<file path="config.mk">
export PLATFORM = sky130hd
export DESIGN_NAME = mat_vec_sequencer
export DESIGN_NICKNAME = d
export VERILOG_FILES = /design/src/rtl/mat_vec_sequencer.sv
export SDC_FILE = /design/constraint.sdc
export NUM_CORES = 2
export LEC_CHECK = 0
export ABC_AREA = 1
export BUFFER_PORTS_ARGS = -buffer_cell sky130_fd_sc_hd__buf_2
export CAP_MARGIN = 20
export CORE_ASPECT_RATIO = 0.75
export CORE_UTILIZATION = 45
export CTS_CLUSTER_DIAMETER = 50
export DETAILED_ROUTE_END_ITERATION = 10
export PLACE_DENSITY = 0.67
export SYNTH_ARGS = -nofsm -noshare
export SYNTH_HDL_FRONTEND = slang
export SYNTH_SLANG_ARGS = --single-unit
</file>
<file path="constraint.sdc">
create_clock -name clk_in -period 4.3 [get_ports clk_in]
set_input_delay 0.86 -clock clk_in [delete_from_list [all_inputs] [get_ports clk_in]]
set_output_delay 0.86 -clock clk_in [all_outputs]
set_load 0.02 [all_outputs]
</file>
<file path="src/rtl/mat_vec_sequencer.sv">
// Feeds a 4-wide dot-product unit: latches one vertex, issues the four matrix
// rows on consecutive cycles and gathers the pipelined results for downstream.
module mat_vec_sequencer #(
  parameter int WIDTH       = 32,
  parameter int DOT_LATENCY = 2
) (
  input  logic             clk_in,
  input  logic             rst_in_n,
  input  logic             mat_we_in,
  input  logic [3:0]       mat_addr_in,
  input  logic [WIDTH-1:0] mat_data_in,
  input  logic             vtx_valid_in,
  output logic             vtx_ready_out,
  input  logic [WIDTH-1:0] vx_in,
  input  logic [WIDTH-1:0] vy_in,
  input  logic [WIDTH-1:0] vz_in,
  input  logic [WIDTH-1:0] vw_in,
  output logic [WIDTH-1:0] dp_x0_out,
  output logic [WIDTH-1:0] dp_x1_out,
  output logic [WIDTH-1:0] dp_x2_out,
  output logic [WIDTH-1:0] dp_x3_out,
  output logic [WIDTH-1:0] dp_y0_out,
  output logic [WIDTH-1:0] dp_y1_out,
  output logic [WIDTH-1:0] dp_y2_out,
  output logic [WIDTH-1:0] dp_y3_out,
  input  logic [WIDTH-1:0] dp_out_in,
  output logic             res_valid_out,
  input  logic             res_ready_in,
  output logic [WIDTH-1:0] ox_out,
  output logic [WIDTH-1:0] oy_out,
  output logic [WIDTH-1:0] oz_out,
  output logic [WIDTH-1:0] ow_out
);

  // Handshakes: a transfer happens on a rising edge where valid && ready are
  // both high; valid is never withdrawn and the payload stays stable until then.

  typedef enum logic [1:0] {IDLE, ISSUE, DRAIN, HOLD} state_t;

  localparam int               LAST = DOT_LATENCY - 1;
  localparam logic [WIDTH-1:0] ONE  = WIDTH'(1) << (WIDTH / 2);

  state_t                 state_q, state_d;
  logic [1:0]             row_q, row_d;
  logic [1:0]             row_nxt;
  logic [WIDTH-1:0]       mat_q [16];
  logic [WIDTH-1:0]       mat_d [16];
  logic [WIDTH-1:0]       vtx_q [4];
  logic [WIDTH-1:0]       vtx_d [4];
  logic [WIDTH-1:0]       dpx_q [4];
  logic [WIDTH-1:0]       dpx_d [4];
  logic [WIDTH-1:0]       res_q [4];
  logic [WIDTH-1:0]       res_d [4];
  logic [DOT_LATENCY-1:0] tag_vld_q, tag_vld_d;
  logic [1:0]             tag_idx_q [DOT_LATENCY];
  logic [1:0]             tag_idx_d [DOT_LATENCY];
  logic                   res_valid_q, res_valid_d;
  logic                   vtx_ready_q, vtx_ready_d;

  always_comb begin
    state_d     = state_q;
    row_d       = row_q;
    row_nxt     = row_q + 2'd1;
    mat_d       = mat_q;
    vtx_d       = vtx_q;
    dpx_d       = dpx_q;
    res_d       = res_q;
    tag_vld_d   = tag_vld_q;
    tag_idx_d   = tag_idx_q;
    res_valid_d = res_valid_q;
    vtx_ready_d = vtx_ready_q;

    // Matrix is writable only between vertices so the one in flight sees a fixed matrix.
    if (state_q == IDLE && mat_we_in) mat_d[mat_addr_in] = mat_data_in;

    // Each issued row carries its index down a tag pipe matching the unit's latency.
    for (int i = LAST; i > 0; i--) begin
      tag_vld_d[i] = tag_vld_q[i-1];
      tag_idx_d[i] = tag_idx_q[i-1];
    end
    tag_vld_d[0] = (state_q == ISSUE);
    tag_idx_d[0] = row_q;
    if (tag_vld_q[LAST]) res_d[tag_idx_q[LAST]] = dp_out_in;

    case (state_q)
      IDLE: begin
        if (vtx_valid_in) begin
          vtx_d       = '{vx_in, vy_in, vz_in, vw_in};
          row_d       = 2'd0;
          // Row 0 comes from mat_d so a write on the accepting edge is already visible.
          for (int c = 0; c < 4; c++) dpx_d[c] = mat_d[c];
          vtx_ready_d = 1'b0;
          state_d     = ISSUE;
        end
      end
      ISSUE: begin
        if (row_q == 2'd3) begin
          state_d = DRAIN;
        end else begin
          row_d = row_nxt;
          for (int c = 0; c < 4; c++) dpx_d[c] = mat_q[{row_nxt, 2'(c)}];
        end
      end
      DRAIN: begin
        if (tag_vld_q[LAST] && tag_idx_q[LAST] == 2'd3) begin
          res_valid_d = 1'b1;
          state_d     = HOLD;
        end
      end
      HOLD: begin
        if (res_ready_in) begin
          res_valid_d = 1'b0;
          vtx_ready_d = 1'b1;
          state_d     = IDLE;
        end
      end
      default: state_d = IDLE;
    endcase
  end

  always_ff @(posedge clk_in or negedge rst_in_n) begin
    if (!rst_in_n) begin
      state_q     <= IDLE;
      row_q       <= 2'd0;
      for (int i = 0; i < 16; i++) mat_q[i] <= (i % 5 == 0) ? ONE : '0;
      for (int i = 0; i < 4; i++) begin
        vtx_q[i] <= '0;
        dpx_q[i] <= '0;
        res_q[i] <= '0;
      end
      tag_vld_q   <= '0;
      for (int i = 0; i < DOT_LATENCY; i++) tag_idx_q[i] <= 2'd0;
      res_valid_q <= 1'b0;
      vtx_ready_q <= 1'b1;
    end else begin
      state_q     <= state_d;
      row_q       <= row_d;
      mat_q       <= mat_d;
      vtx_q       <= vtx_d;
      dpx_q       <= dpx_d;
      res_q       <= res_d;
      tag_vld_q   <= tag_vld_d;
      tag_idx_q   <= tag_idx_d;
      res_valid_q <= res_valid_d;
      vtx_ready_q <= vtx_ready_d;
    end
  end

  assign vtx_ready_out = vtx_ready_q;
  assign res_valid_out = res_valid_q;
  assign dp_x0_out     = dpx_q[0];
  assign dp_x1_out     = dpx_q[1];
  assign dp_x2_out     = dpx_q[2];
  assign dp_x3_out     = dpx_q[3];
  assign dp_y0_out     = vtx_q[0];
  assign dp_y1_out     = vtx_q[1];
  assign dp_y2_out     = vtx_q[2];
  assign dp_y3_out     = vtx_q[3];
  assign ox_out        = res_q[0];
  assign oy_out        = res_q[1];
  assign oz_out        = res_q[2];
  assign ow_out        = res_q[3];

endmodule

</file>
=== Word level (Yosys, flattened, before mapping) ===
Index checks and enable logic that the tools add are counted.

* Flip-flop bits (word level): 908

* Add/subtract/negate cells: 1
* Order comparisons: 8
* Equal/unequal tests: 10
* Muxes and demuxes: 36
* Bitwise operators: 6
* Reduce and logical (&&, ||, !) cells: 13

{| class="wikitable"
|+ Operator list
! cell !! count
|-
| $bmux W32 S4 || 4
|-
| $bwmux W512 || 1
|-
| $mux W512 || 1
|-
| $mux W32 || 10
|-
| $mux W128 || 2
|-
| $pmux W128 S2 || 1
|-
| $bwmux W128 || 1
|-
| $demux W32 S4 || 1
|-
| $demux W32 S2 || 1
|-
| $ge A5 B5 Y1 const B || 5
|-
| $not A4 Y5 || 5
|-
| $mux W2 || 6
|-
| $reduce_and A3 Y1 || 3
|-
| $eq A2 B2 Y1 const B || 4
|-
| $ne A2 B2 Y1 const B || 4
|-
| $pmux W2 S4 || 1
|-
| $reduce_bool A2 Y1 || 3
|-
| $lt A5 B1 Y1 const B || 1
|-
| $logic_and A1 B1 Y1 || 4
|-
| $mux W1 || 4
|-
| $pmux W1 S2 || 2
|-
| $pmux W2 S2 || 1
|-
| $reduce_and A4 Y1 || 1
|-
| $ge A3 B3 Y1 const B || 1
|-
| 7 further kinds || 7
|}

=== Depth between registers and ports, before layout ===
* Depth after elaboration: 9
* Gate-level depth with buffers: 12
* Gate-level depth less buffers: 9

=== Worst setup path before layout ===
No wires, ideal clock.

* Path type: in2reg
* Start point: input port vtx_valid_in
* End point: register vtx_q, in the netlist dp_y0_out[0]
* Arrival time: 1.730 ns
* Required time: 4.175 ns
* Slack: 2.446 ns
* Stages: 4
* Path buffers: 2
* Cells stage by stage: nand2_1 clkbuf_1 buf_2 mux2_2

* Longest elaborated chain between the ends: 1

{| class="wikitable"
|+ Ends and longest elaborated chain
! what !! line !! text
|-
| start, declared || 12 || <nowiki>input logic vtx_valid_in,</nowiki>
|-
| $reduce_and A2 Y1 (no line) || -- ||
|-
| end signal, assigned || 139 || <nowiki>vtx_q <= vtx_d;</nowiki>
|-
| end, declared || 48 || <nowiki>logic [WIDTH-1:0] vtx_q [4];</nowiki>
|}

Every way passes these cells.
A chain may end at the register's enable or synchronous reset.

=== Worst setup path after layout ===
* Start point: register state_q[0]
* End point: register dpx_q, in the netlist dp_x2_out[31]

* Longest elaborated chain between the ends: 5
* Elaborated cells between the ends (all ways): 10

{| class="wikitable"
|+ Ends and longest elaborated chain
! what !! line !! text
|-
| start, declared || 43 || <nowiki>state_t state_q, state_d;</nowiki>
|-
| start signal, assigned || 136 || <nowiki>state_q <= state_d;</nowiki>
|-
| $logic_not A2 Y1 || 74, 85 ||
|-
| $logic_and A1 B1 Y1 || 74 || <nowiki>if (state_q == IDLE && mat_we_in) mat_d[mat_addr_in] = mat_data_in;</nowiki>
|-
| $mux W512 || 74 ||
|-
| $mux W128 || 87 || <nowiki>if (vtx_valid_in) begin</nowiki>
|-
| $pmux W128 S2 || 85 || <nowiki>case (state_q)</nowiki>
|-
| end signal, assigned || 140 || <nowiki>dpx_q <= dpx_d;</nowiki>
|-
| end, declared || 50 || <nowiki>logic [WIDTH-1:0] dpx_q [4];</nowiki>
|}

Parallel ways exist; a longest one is shown, timed or not. The select of a mux whose other input is x is not followed.

==> summary.md <==
| Metric | Value |
|---|---|
| Site Rows | `94` |
| Critical Path RT | `4.84 ns` |
| Yosys warns | `0` |
| Filler cells | `8153` |
| Synth area leaders | `dfrtp_1, nand2_1, nand3_1, o21ai_0, inv_1` |
| DRC errors left | `0` |
| CP max stage cell | `nor2_8` |
| Largest stage delay on the critical path | `around 0.63 ns` |
| Die Wd | `347 um` |
| Clock power frac | `0.483` |
| Slew Limit Fails | `0` |
| Post-layout minimum cycle time | `about 2.9 ns` |
| Final WS setup | `about 1.4 ns` |
| Post-synthesis simple-gate area fraction | `0.249` |
| Total Routing Usage GR | `0.282` |
| Post-DP HPWL | `82900 um` |
| Clock transition at the registers of the reported paths | `approximately 0.060 ns` |
| # setup viols final | `0` |
| RSZ-0062 raised after global routing | `false` |
| CTS tree | `yes` |
| Crit Path Class | `flip-flop to flip-flop` |
| Post-Synth Adder-Cell Area | `0.00187` |
| Top-area cell type share of the netlist area | `0.563` |
| Register Area | `approximately 0.023 mm2` |
| Worst Setup Start Kind | `flip-flop` |
| CP Buf/Inv Count | `2` |
| Drt initial violations | `between 3000 and 4000` |
| Worst slack, placed | `roughly 1.3 ns` |
| Post-synthesis compound-gate area fraction | `0.0728` |
| Multi-input logic area | `0.0145 mm2` |
| Synth Area in XOR/XNOR | `0` |
| Clk sinks | `a little over 900` |
| Clk root buf | `clkbuf_16` |
| Drt first pass iters | `6` |
| Final nets | `between 5000 and 6000` |
| Total Neg Setup Slack | `0 ns` |
| Most area-hungry cell type in the Yosys netlist | `dfrtp_1` |
| Slew headroom | `0.261` |
| Clock Latency Late Sink | `between 0.6 and 0.7 ns` |
| Max Freq | `about 350 MHz` |
| Post-DP Area | `0.0439 mm2` |
| Synthesized Nets | `about 5000` |
| Post-CTS setup buffer count | `0` |
| Combinational Power Share | `0.043` |
| Top cell by count, worst path | `nand2_1` |
| Critical Path End Type | `flip-flop` |
| CTS buffer count | `between 100 and 150` |
| CORE AREA | `~0.09 mm2` |
| Synthesized area | `about 0.04 mm2` |
| Die height | `around 260 um` |
| Largest net degree at the start of global routing | `approximately 190` |
| GPL Wtd Cong | `about 0.86` |
| Clock Path Buffers | `3` |
| Power density over the cells | `around 380 mW/mm2` |
| Hold Path Class | `input pin to asynchronous set/reset pin` |
| Vias per std cell | `between 5 and 6` |
| Die area | `roughly 0.09 mm2` |
| Reg2reg start | `state_q[0]` |
| IO Pins | `between 500 and 600` |
| Final Skew | `roughly 0.042 ns` |
| Hold Slack | `about 0.27 ns` |
| Critical Path AT | `3.42 ns` |
| Post-Syn Area per Cell | `approximately 8.4 um2` |
| # hold bufs at CTS | `0` |
| Sw Share | `0.237` |
| Layout area overhead | `17.8%` |
| Period utilization | `0.670` |
| Worst-path maximum fanout | `36` |
| Status | `completed` |
| Antenna viol nets, final | `0` |
| Crit-path leading delay family | `simple AND/OR/NAND/NOR gates` |
| Pleak | `25.7 nW` |
| Final Hold Viols | `0` |
| Routed vias | `between 30000 and 40000` |
| Remaining Overflow, GRT | `0` |
| VDD IR max | `0.000306 V` |
| WL final | `roughly 130000 um` |
| Main combinational cell family by area after synthesis | `simple AND/OR/NAND/NOR gates` |
| Max Cap Viol | `0` |
| Synth cell types | `25` |
| Cts repair resizes | `0` |
| Layout cells sized above 1 | `0.188` |
| Crit path from | `state_q[0]` |
| IO buf count | `slightly below 600` |
| Syn Inst Count | `4771` |
| Psw | `~4.3 mW` |
| Reg power frac | `0.473` |
| DR WL/cell | `20.0 um` |
| Worst slew pin tran | `around 1.1 ns` |
| Final Cell Area | `between 0.04 and 0.05 mm2` |
| Yosys reg bits | `approximately 900` |
| Initial Utilization | `0.456` |
| Internal cell power | `about 14 mW` |
| CP Cell Sequence | `inv_1 > ha_1 > nand2_4 > nor2_8 > nand2_1 > buf_4 > nand2_1 > nand3_1 > nand2_1 > nand2_1` |
| Number of global-route vias before repair | `approximately 32000` |
| Global-route wire length before repair | `approximately 200000 um` |
| Register area share after synthesis | `0.566` |
| Initial antenna violation count | `14` |
| Post-synthesis mux area share | `0.0359` |
| H-tree Lvls | `3` |
## final cells by class
cell class              count  share of cell area
well taps                1152              0.0305
multi-input cells        3135               0.307
clock buffers             142              0.0616
repair buffers            662              0.0788
inverters                 402              0.0321
clock inverters            44             0.00939
flip-flops and latches    908               0.481
diodes                      7            0.000370
## power groups by stage
stage / Clock, mW / Combinational (mW) / Sequential (mW)
finish: 8.73 / 0.785 / 8.55
global route: 9.20 / 0.868 / 8.55
CTS: 8.86 / 0.786 / 8.55
detailed placement: 0 / 0.782 / 8.71
global placement: 0 / 0.777 / 8.71
floorplan: 0 / 0.297 / 8.71
## through the flow
| step | instances | utilization | total power, mW |
|---|---|---|---|
| after floorplan | 4771 | - | 9.00 |
| after global placement | 6259 | 0.499 | 9.49 |
| after CTS | 6445 | 0.538 | 18.2 |
| after global routing | 6446 | 0.538 | 18.6 |
| after detailed placement | 6259 | 0.499 | 9.49 |
| final | 6452 | 0.538 | 18.1 |
## metal layers
layer	vias to the layer above	track usage	wire length [um]	part of all wire
li1	16064	-	-	-
met1	16642	0.433	59500	0.46
met2	1356	0.394	54100	0.42
met3	199	0.0731	12400	0.096
met4	10	0.0660	2860	0.022
met5	-	0	62	0.00048
## cells in the mapped netlist, drive strengths merged
cell	count
nand3	555
ha	6
nor2	139
a21oi	1
o21ai	583
dfstp	5
inv	402
buf	120
dfrtp	903
nand2	1689
or2	1
clkbuf	206
nand4	33
mux2	128
## worst paths after layout
check,endpoint,slack [ns],depth (start not counted)
max reg2reg,dp_x2_out[31],1.42,10
max in group asynchronous,mat_q[496],2.98,2
min in group clk_in,tag_idx_q[1],0.35,0
min,dp_y2_out[24],0.27,1
min reg2reg,tag_idx_q[1],0.35,0
max,dp_x2_out[31],1.42,10
## cell families (layout without fill, tap and decap cells)
| logic type | count (synthesis) | in the layout |
|---|---|---|
| compound gates | 584 | 584 |
| flops | 908 | 908 |
| buf+inv | 728 | 1250 |
| simple gates | 2417 | 2417 |
| fa+ha+maj | 6 | 6 |
| mux | 128 | 128 |
| other cells | 0 | 7 |
## flip-flops by register name, indices dropped and copies added, names as in the netlist, 32 cells and up
name	flops
dp_y0_out	32
dp_y3_out	32
ow_out	32
dp_x0_out	32
dp_x1_out	32
oz_out	32
ox_out	32
mat_q	512
dp_y2_out	32
oy_out	32
dp_x3_out	32
dp_x2_out	32
dp_y1_out	32
## layout by cell type, fill, tap and decap left out, drive strengths merged
master | Yosys | routed
inv | 402 | 410
mux2 | 128 | 128
clkbuf | 206 | 142
or2 | 1 | 1
o21ai | 583 | 583
a21oi | 1 | 1
nand3 | 555 | 555
nor2 | 139 | 139
dfstp | 5 | 5
bufinv | 0 | 5
clkinv | 0 | 20
nand4 | 33 | 33
clkinvlp | 0 | 11
dfrtp | 903 | 903
ha | 6 | 6
buf | 120 | 662
nand2 | 1689 | 1689
diode | 0 | 7
## worst reg2reg max path, stage by stage (launching register included)
cell     delay (ns)
dfrtp_1        0.44
inv_1          0.13
ha_1           0.32
nand2_4        0.23
nor2_8         0.64
nand2_1        0.11
buf_4          0.32
nand2_1        0.15
nand3_1        0.07
nand2_1        0.27
nand2_1        0.09
No activity file was read; power rests on OpenSTA's default activity.
